<file path="config.mk">
export PLATFORM = sky130hd
export DESIGN_NAME = fifo_burst_scheduler
export DESIGN_NICKNAME = d
export VERILOG_FILES = /design/src/rtl/fifo_burst_scheduler.sv
export SDC_FILE = /design/constraint.sdc
export NUM_CORES = 1
export LEC_CHECK = 0
export CORE_MARGIN = 1.5
export CORE_UTILIZATION = 56
export DETAILED_ROUTE_END_ITERATION = 10
export PLACE_DENSITY = 0.85
export SLEW_MARGIN = 10
export SYNTH_ARGS = -nofsm -noshare
export SYNTH_HDL_FRONTEND = slang
export SYNTH_SLANG_ARGS = --single-unit
</file>
<file path="constraint.sdc">
create_clock -name clk -period 8.35 [get_ports clk]
set_clock_uncertainty 0.1 [all_clocks]
set_input_delay 1.67 -clock clk [delete_from_list [all_inputs] [get_ports clk]]
set_output_delay 1.67 -clock clk [all_outputs]
set_load 0.05 [all_outputs]
</file>
<file path="src/rtl/fifo_burst_scheduler.sv">
// fifo_burst_scheduler
//   Read-side sequencer for the 32-bit DMA staging FIFO. It watches the FIFO
//   fill level and launches a DMA burst either when a full burst is available
//   or when a partial burst has waited TIMEOUT_CYC idle cycles. It then
//   handshakes with the DMA engine and drains exactly the granted word count
//   through a 2-entry output buffer with ready/valid backpressure.
//
// Parameters
//   BURST_WORDS  words per full burst (1..65535)
//   TIMEOUT_CYC  idle cycles with a non-empty FIFO before a partial flush (>=1)
//
// Ports
//   clk              in   system clock (FIFO read side and DMA engine)
//   rst_n            in   asynchronous active-low reset
//   enable           in   allow new bursts; only looked at while idle
//   fifo_rd_count    in   FIFO read-side word count (28 bits)
//   fifo_next_valid  in   FIFO non-empty and out of reset
//   fifo_dout        in   FIFO read data (32 bits)
//   fifo_dout_valid  in   fifo_dout valid, one cycle after fifo_rd_en
//   fifo_rd_en       out  FIFO read strobe
//   dma_req          out  burst request to the DMA engine
//   dma_len          out  burst length in words, stable while dma_req is high
//   dma_gnt          in   one-cycle grant pulse
//   dma_data         out  burst data (32 bits)
//   dma_data_vld     out  dma_data valid
//   dma_ready        in   DMA engine accepts dma_data this cycle
//   dma_done         out  one-cycle pulse after the last word is accepted
//   busy             out  high whenever the sequencer is not idle
//   burst_cnt        out  completed bursts, wrapping (32 bits)
module fifo_burst_scheduler #(
  parameter int BURST_WORDS = 256,
  parameter int TIMEOUT_CYC = 4096
) (
  input  logic        clk,
  input  logic        rst_n,
  input  logic        enable,
  input  logic [27:0] fifo_rd_count,
  input  logic        fifo_next_valid,
  input  logic [31:0] fifo_dout,
  input  logic        fifo_dout_valid,
  output logic        fifo_rd_en,
  output logic        dma_req,
  output logic [15:0] dma_len,
  input  logic        dma_gnt,
  output logic [31:0] dma_data,
  output logic        dma_data_vld,
  input  logic        dma_ready,
  output logic        dma_done,
  output logic        busy,
  output logic [31:0] burst_cnt
);

  localparam int TW = $clog2(TIMEOUT_CYC + 1);
  localparam logic [TW-1:0] TIMER_MAX = TW'(TIMEOUT_CYC);
  localparam logic [TW-1:0] TIMER_ONE = TW'(1);
  localparam logic [27:0]   BURST28   = 28'(BURST_WORDS);
  localparam logic [15:0]   BURST16   = 16'(BURST_WORDS);

  typedef enum logic [1:0] {
    S_IDLE,
    S_REQ,
    S_XFER,
    S_DONE
  } state_t;

  state_t        state, next_state;
  logic [15:0]   len, next_len;
  logic [TW-1:0] timer;
  logic [15:0]   issued;
  logic [15:0]   sent;
  logic [15:0]   sent_next;
  logic          inflight;

  logic [31:0]   buf_mem [2];
  logic          wr_ptr;
  logic          rd_ptr;
  logic [1:0]    buf_occ;
  logic          buf_push;
  logic          buf_pop;
  logic [2:0]    used;

  assign buf_push  = inflight && fifo_dout_valid;
  assign buf_pop   = dma_data_vld && dma_ready;
  assign sent_next = sent + {15'd0, buf_pop};

  // Words already claimed on the buffer: those sitting in it plus the one
  // whose FIFO read is still in flight. A word leaving this cycle frees its
  // slot immediately, which is what lets a steady dma_ready stream one word
  // per cycle while the buffer still can never hold more than two entries.
  assign used       = {1'b0, buf_occ} + {2'b00, inflight};
  assign fifo_rd_en = (state == S_XFER) && (issued < len) && fifo_next_valid
                      && (used < (buf_pop ? 3'd3 : 3'd2));

  assign dma_req      = (state == S_REQ);
  assign dma_len      = dma_req ? len : 16'd0;
  assign dma_done     = (state == S_DONE);
  assign busy         = (state != S_IDLE);
  assign dma_data_vld = (buf_occ != 2'd0);
  assign dma_data     = dma_data_vld ? buf_mem[rd_ptr] : 32'd0;

  // Next-state and burst length selection. A full burst wins over a timeout
  // flush; the flush length is the current count, which is below BURST_WORDS
  // whenever that branch is reached, so the low 16 bits hold all of it.
  always_comb begin
    next_state = state;
    next_len   = len;
    case (state)
      S_IDLE: begin
        if (enable && (fifo_rd_count >= BURST28)) begin
          next_state = S_REQ;
          next_len   = BURST16;
        end else if (enable && (fifo_rd_count != 28'd0) && (timer == TIMER_MAX)) begin
          next_state = S_REQ;
          next_len   = fifo_rd_count[15:0];
        end
      end
      S_REQ: begin
        if (dma_gnt) begin
          next_state = S_XFER;
        end
      end
      S_XFER: begin
        if (sent_next == len) begin
          next_state = S_DONE;
        end
      end
      S_DONE: begin
        next_state = S_IDLE;
      end
      default: begin
        next_state = S_IDLE;
      end
    endcase
  end

  // State, idle timer, burst counters and the read-in-flight flag. The timer
  // only runs while staying idle with data waiting and is parked at zero
  // everywhere else, so each idle period starts its timeout from scratch.
  always_ff @(posedge clk or negedge rst_n) begin
    if (!rst_n) begin
      state     <= S_IDLE;
      len       <= 16'd0;
      timer     <= '0;
      issued    <= 16'd0;
      sent      <= 16'd0;
      inflight  <= 1'b0;
      burst_cnt <= 32'd0;
    end else begin
      state    <= next_state;
      len      <= next_len;
      inflight <= fifo_rd_en;

      if ((state == S_IDLE) && (next_state == S_IDLE)) begin
        if (fifo_rd_count == 28'd0) begin
          timer <= '0;
        end else if (timer != TIMER_MAX) begin
          timer <= timer + TIMER_ONE;
        end
      end else begin
        timer <= '0;
      end

      if ((state == S_REQ) && dma_gnt) begin
        issued <= 16'd0;
        sent   <= 16'd0;
      end else begin
        if (fifo_rd_en) begin
          issued <= issued + 16'd1;
        end
        sent <= sent_next;
      end

      if (state == S_DONE) begin
        burst_cnt <= burst_cnt + 32'd1;
      end
    end
  end

  // Output buffer bookkeeping. A push and a pop in the same cycle leave the
  // occupancy unchanged; a reset drops whatever words were held.
  always_ff @(posedge clk or negedge rst_n) begin
    if (!rst_n) begin
      wr_ptr  <= 1'b0;
      rd_ptr  <= 1'b0;
      buf_occ <= 2'd0;
    end else begin
      if (buf_push) begin
        wr_ptr <= ~wr_ptr;
      end
      if (buf_pop) begin
        rd_ptr <= ~rd_ptr;
      end
      case ({buf_push, buf_pop})
        2'b10:   buf_occ <= buf_occ + 2'd1;
        2'b01:   buf_occ <= buf_occ - 2'd1;
        default: buf_occ <= buf_occ;
      endcase
    end
  end

  // Buffer storage needs no reset: dma_data is masked whenever it is empty.
  always_ff @(posedge clk) begin
    if (buf_push) begin
      buf_mem[wr_ptr] <= fifo_dout;
    end
  end

endmodule

</file>
Word-level counts from Yosys, hierarchy flattened --
Memory sizes are Yosys's and may differ from the RTL's. Cells that the tools add are included.
Cells by class: reductions and logical operators 20, bitwise gates (word level) 2, mux-type cells 19, equal/unequal tests 9, $lt $le $gt $ge 3, $add $sub $neg 7
Operator list (count):
- $mux W16 | 6
- $mux W13 | 3
- $add A32 B1 Y32 const B | 1
- $mux W32 | 1
- $ge A28 B9 Y1 const B | 1
- $logic_not A28 Y1 | 1
- $reduce_bool A28 Y1 | 1
- $add A16 B1 Y16 | 1
- $add A16 B1 Y16 const B | 1
- $eq A16 B16 Y1 | 1
- $lt A16 B16 Y1 | 1
- $add A13 B1 Y13 const B | 1
- $eq A13 B13 Y1 const B | 1
- $ne A13 B13 Y1 const B | 1
- $logic_and A1 B1 Y1 | 10
- $reduce_bool A2 Y1 | 5
- $mux W2 | 4
- $pmux W2 S4 | 1
- $eq A2 B2 Y1 const B | 3
- $eq A2 B1 Y1 const B | 2
- $logic_not A2 Y1 | 2
- $pmux W2 S2 | 1
- $add A2 B1 Y3 | 1
- $lt A3 B2 Y1 | 1
- other kinds (6) | 9
Storage, ports and cells: memories kept 1, input bits 67, bits in writable memories 64, flip-flop bits (word level) 100, logic and storage cells 71, output and inout bits 85
Memory list:
- buf_mem | words 2, width 32, rd ports 1, clocked after Yosys merged registers in 0, wr ports 1, RTL line 74 | logic [31:0] buf_mem [2];

Depth between registers and ports, before layout --
depth in word-level cells 9, gate-level depth with buffers 12, mapped depth without buffers 11

Worst setup path before layout --
OpenSTA, ideal clock, no wires.
path type in2out, from in dma_ready, to out fifo_rd_en, stages 7, arrival 3.007 ns, slack 3.573 ns, required time 6.580 ns, buffers on the path 2, path through o21ai_0 -> o21ai_0 -> o2111a_1 -> o21ai_1 -> buf_2 -> buf_2 -> inv_1
Between the ends: word-level cells in the longest chain between the ends 4
RTL lines:
- start: declaration | RTL line 47 | input logic dma_ready,
- $logic_and A1 B1 Y1 | RTL line 83 | assign buf_pop = dma_data_vld && dma_ready;
- $mux W1 | RTL line 92 | && (used < (buf_pop ? 3'd3 : 3'd2));
- $lt A3 B2 Y1 | RTL line 92
- $logic_and A1 B1 Y1 | RTL line 92
- end: declaration | RTL line 41 | output logic fifo_rd_en,
No other way between the ends.

Worst setup path after layout --
Same ends and word-level chain as after synthesis.

==> metrics.md <==
| Metric | Value |
|---|---|
| Die height | 122.0 um |
| Yosys warns | 0 |
| CP cell instances | clkdlybuf4s50_1 -> o21ai_0 -> o21ai_0 -> o2111a_1 -> o21ai_1 -> buf_4 -> inv_1 -> clkdlybuf4s50_1 |
| Vias in the first global route | 5928 |
| Fillers | 910 |
| CTS root buf | clkbuf_16 |
| Skew-Pair Late Insertion Delay | 420 ps |
| Hold-fix buffers, CTS | 0 |
| Post-cts gate resize count | 0 |
| CTS sink count | 164 |
| CTS Buffer Depth | 2 |
| Minimum clock period | 5845 ps |
| Setup violations, final | 0 |
| Starting Density | 0.5734 |
| Wire per inst | 16.85 um |
| All-Layer GR Usage | 0.2522 |
| Synthesis-stage register bit count | 164 |
| Pins Over Slew Limit | 0 |
| Vias per cell | 5.631 |
| CP Data Required Time | 6580 ps |
| Initial antenna violation count | 0 |
| Non-Filler Instances | 1055 |
| Final Hold Viols | 0 |
| CTS tree | yes |
| Slowest-stage cell, CP | clkdlybuf4s50_1 |
| Routed WL | 17.78 mm |
| Mapped cell area | 7929 um2 |
| Core area | 13830 um2 |
| CTS clk-pin slew, worst paths | 70 ps |
| Row cnt | 43 |
| ANT nets after route | 0 |
| Setup Crit Path Kind | in2out |
| DR vias | 5941 |
| Rel. slew slack | 0.2461 |
| H-tree levels | 4 |
| Drt pass-1 iters | 5 |
| Tcrit/Tclk final | 0.7000 |
| Drt first-iter violations | 505 |
| Crit start category | input pin |
| Max IR drop VDD | 0.2176 mV |
| Placed cells | 1023 |
| GPL Wtd Cong | 0.9161 |
| FF-to-FF Start | buf_occ[0] |
| Setup crit end kind | primary output |
| Hold Path Depth | 1 |
| First-pass GRT wire length | 29.01 mm |
| Synth Net Count | 802 |
| N_diodes | 0 |
| R2R cell count | 11 |
| Ys flop type | dfrtp_1 |
| PortBufs | 151 |
| Count of different cell masters after synthesis | 62 |
| Register Area | 4425 um2 |
| Cell Pwr Density | 267.1 nW/um2 |
| Worst endpoint data arrival time | 4080 ps |
| Max Cap Viol | 0 |
| Congestion Overflow GR | 0 |
| Setup bufs post-CTS | 0 |
| Placed Area | 9599 um2 |
| Mean area per synthesized cell | 11.17 um2 |
| RSZ-0062 raised after global routing | no |
| Fmax | 171.1 MHz |
| DRC Markers | 0 |
| Worst-margin pin slew | 1128 ps |
| HPWL after DPL | 12.32 mm |
| Final Cell Area | 10210 um2 |
| Multi-input logic area | 3308 um2 |
| Area Overhead vs Synth | 28.72% |
| Largest net degree at the start of global routing | 56 |
| Worst hold-check path type | reg2reg |
| Setup TNS | 0 ps |
| R2R Setup Slk | 5140 ps |
| Share of post-route cells with drive strength above 1 | 0.06400 |
| Post-synth EDFFs | 64 |
| Status | completed |
| TritonCTS Buffers | 17 |
| Mapped Cells | 710 |
| Worst hold start | burst_cnt[31] |
| Leak pwr | 4.168 nW |
| FFs w/ async S/R, synth | 0.6098 |
| Die width | 122.0 um |
| RR Endpoint | state[0] |
| Die Area | 14880 um2 |
| Hold Path End | burst_cnt[31] |
| Register area share after synthesis | 0.5580 |
| Nets | 954 |
| Slowest stage delay, CP | 840 ps |
| CP max FO | 23 |
| # IOs | 152 |
cells in the final DEF, fill, tap and decap left out, types with 3 or more instances in the layout:
cell / instances
o211ai_1: 8
edfxtp_1: 64
o21a_1: 3
nor2_1: 93
or4_1: 8
bufinv_16: 3
nand3_1: 23
and3_1: 13
or3_1: 10
xor2_1: 30
or2_2: 3
buf_4: 6
nor4_1: 8
inv_6: 3
clkdlybuf4s50_1: 150
xnor2_1: 50
nor3_1: 7
ha_1: 25
nor2b_1: 5
a21o_1: 3
dfrtp_1: 99
mux2i_1: 35
and2_1: 21
a21oi_1: 15
o2111ai_1: 5
nand2_1: 53
nand2b_1: 3
o21ai_0: 17
nand4_1: 17
a31oi_1: 4
clkbuf_16: 17
o31ai_1: 5
inv_1: 25
where the power goes:
group	total (mW)	internal [mW]	leakage [nW]	switching [mW]
registers	0.991	0.895	1.94	0.0954
logic	0.930	0.339	1.93	0.591
clock network	0.806	0.477	0.296	0.328
total	2.73	1.71	4.17	1.01
cell usage after synthesis, types with 3 or more instances:
cell type    n  area, um2
dfrtp_1    100       2502
and2_1      21      131.4
xnor2_1     50      437.9
xor2_1      30      262.8
and3_1      13      81.33
o31ai_1      5      37.54
o21ai_0     17      85.08
clkbuf_1    15      56.30
edfxtp_1    64       1922
nor4_1       8      50.05
or4_1        8      60.06
a21o_1       3      22.52
or3_1       10      62.56
nor2b_1      5      31.28
nand2b_1     3      18.77
nor3_1       7      35.03
buf_2        3      15.01
or2_2        3      18.77
nor2_1      95      356.6
o21a_1       3      22.52
nand2_1     53      198.9
ha_1        25      312.8
a21oi_1     15      75.07
nand3_1     23      115.1
o211ai_1     8      60.06
nand4_1     17      106.4
inv_1       25      93.84
mux2i_1     35      350.3
o2111ai_1    5      43.79
a31oi_1      4      25.02
cell families after synthesis:
family | after synthesis | synth area share
multiplexers | 36 | 0.04561
flip-flops | 164 | 0.5580
AO/OA/AOI/OAI | 74 | 0.06281
adder cells (fa/ha/maj) | 25 | 0.03945
buffers and inverters | 48 | 0.02540
AND/OR/NAND/NOR | 283 | 0.1804
XOR/XNOR | 80 | 0.08837
how the worst max path moves through the flow:
stage              start         end  slack, ps  cells after the start
2_1_floorplan  dma_ready  fifo_rd_en       3570                      7
3_3_place_gp   dma_ready  fifo_rd_en       2610                      8
3_5_place_dp   dma_ready  fifo_rd_en       2530                      8
4_1_cts        dma_ready  fifo_rd_en       2500                      8
5_1_grt        dma_ready  fifo_rd_en       2380                      8
6_report       dma_ready  fifo_rd_en       2500                      8
registers in the layout (all words and copies together), names as in the netlist:
register,count
timer,13
wr_ptr,1
burst_cnt,32
sent,16
state,2
buf_mem,64
rd_ptr,1
len,16
issued,16
buf_occ,2
inflight,1
stage by stage:
stage               power, mW  hold WS, ps  setup WS [ps]  utilization
floorplan               1.616        361.5           3573            -
global placement        1.915        363.2           2612       0.6942
detailed placement      1.933        366.4           2532       0.6942
CTS                     2.741        377.9           2503       0.7381
global route            2.845        404.3           2384       0.7381
finish                  2.726        371.5           2505       0.7381
cell type report:
cell class,instances,share of cell area
well taps,180,0.02207
clock inverters,13,0.01704
inverters,25,0.009195
flip-flops and latches,164,0.4336
multi-input cells,498,0.3241
clock buffers,19,0.04242
repair buffers,156,0.1515
critical path, delay by kind of cell:
family / cells / cell delay [ps]
compound gates: 4 / 780
buf+inv: 4 / 1620
routing by layer:
metal	vias to the layer above	share of wire	GRT usage
li1	2813	-	-
met5	-	0	0
met3	34	0.054	0.05009
met2	193	0.51	0.4217
met4	0	0.023	0.1118
met1	2901	0.41	0.3187
Power figures use the tool's default switching activity.
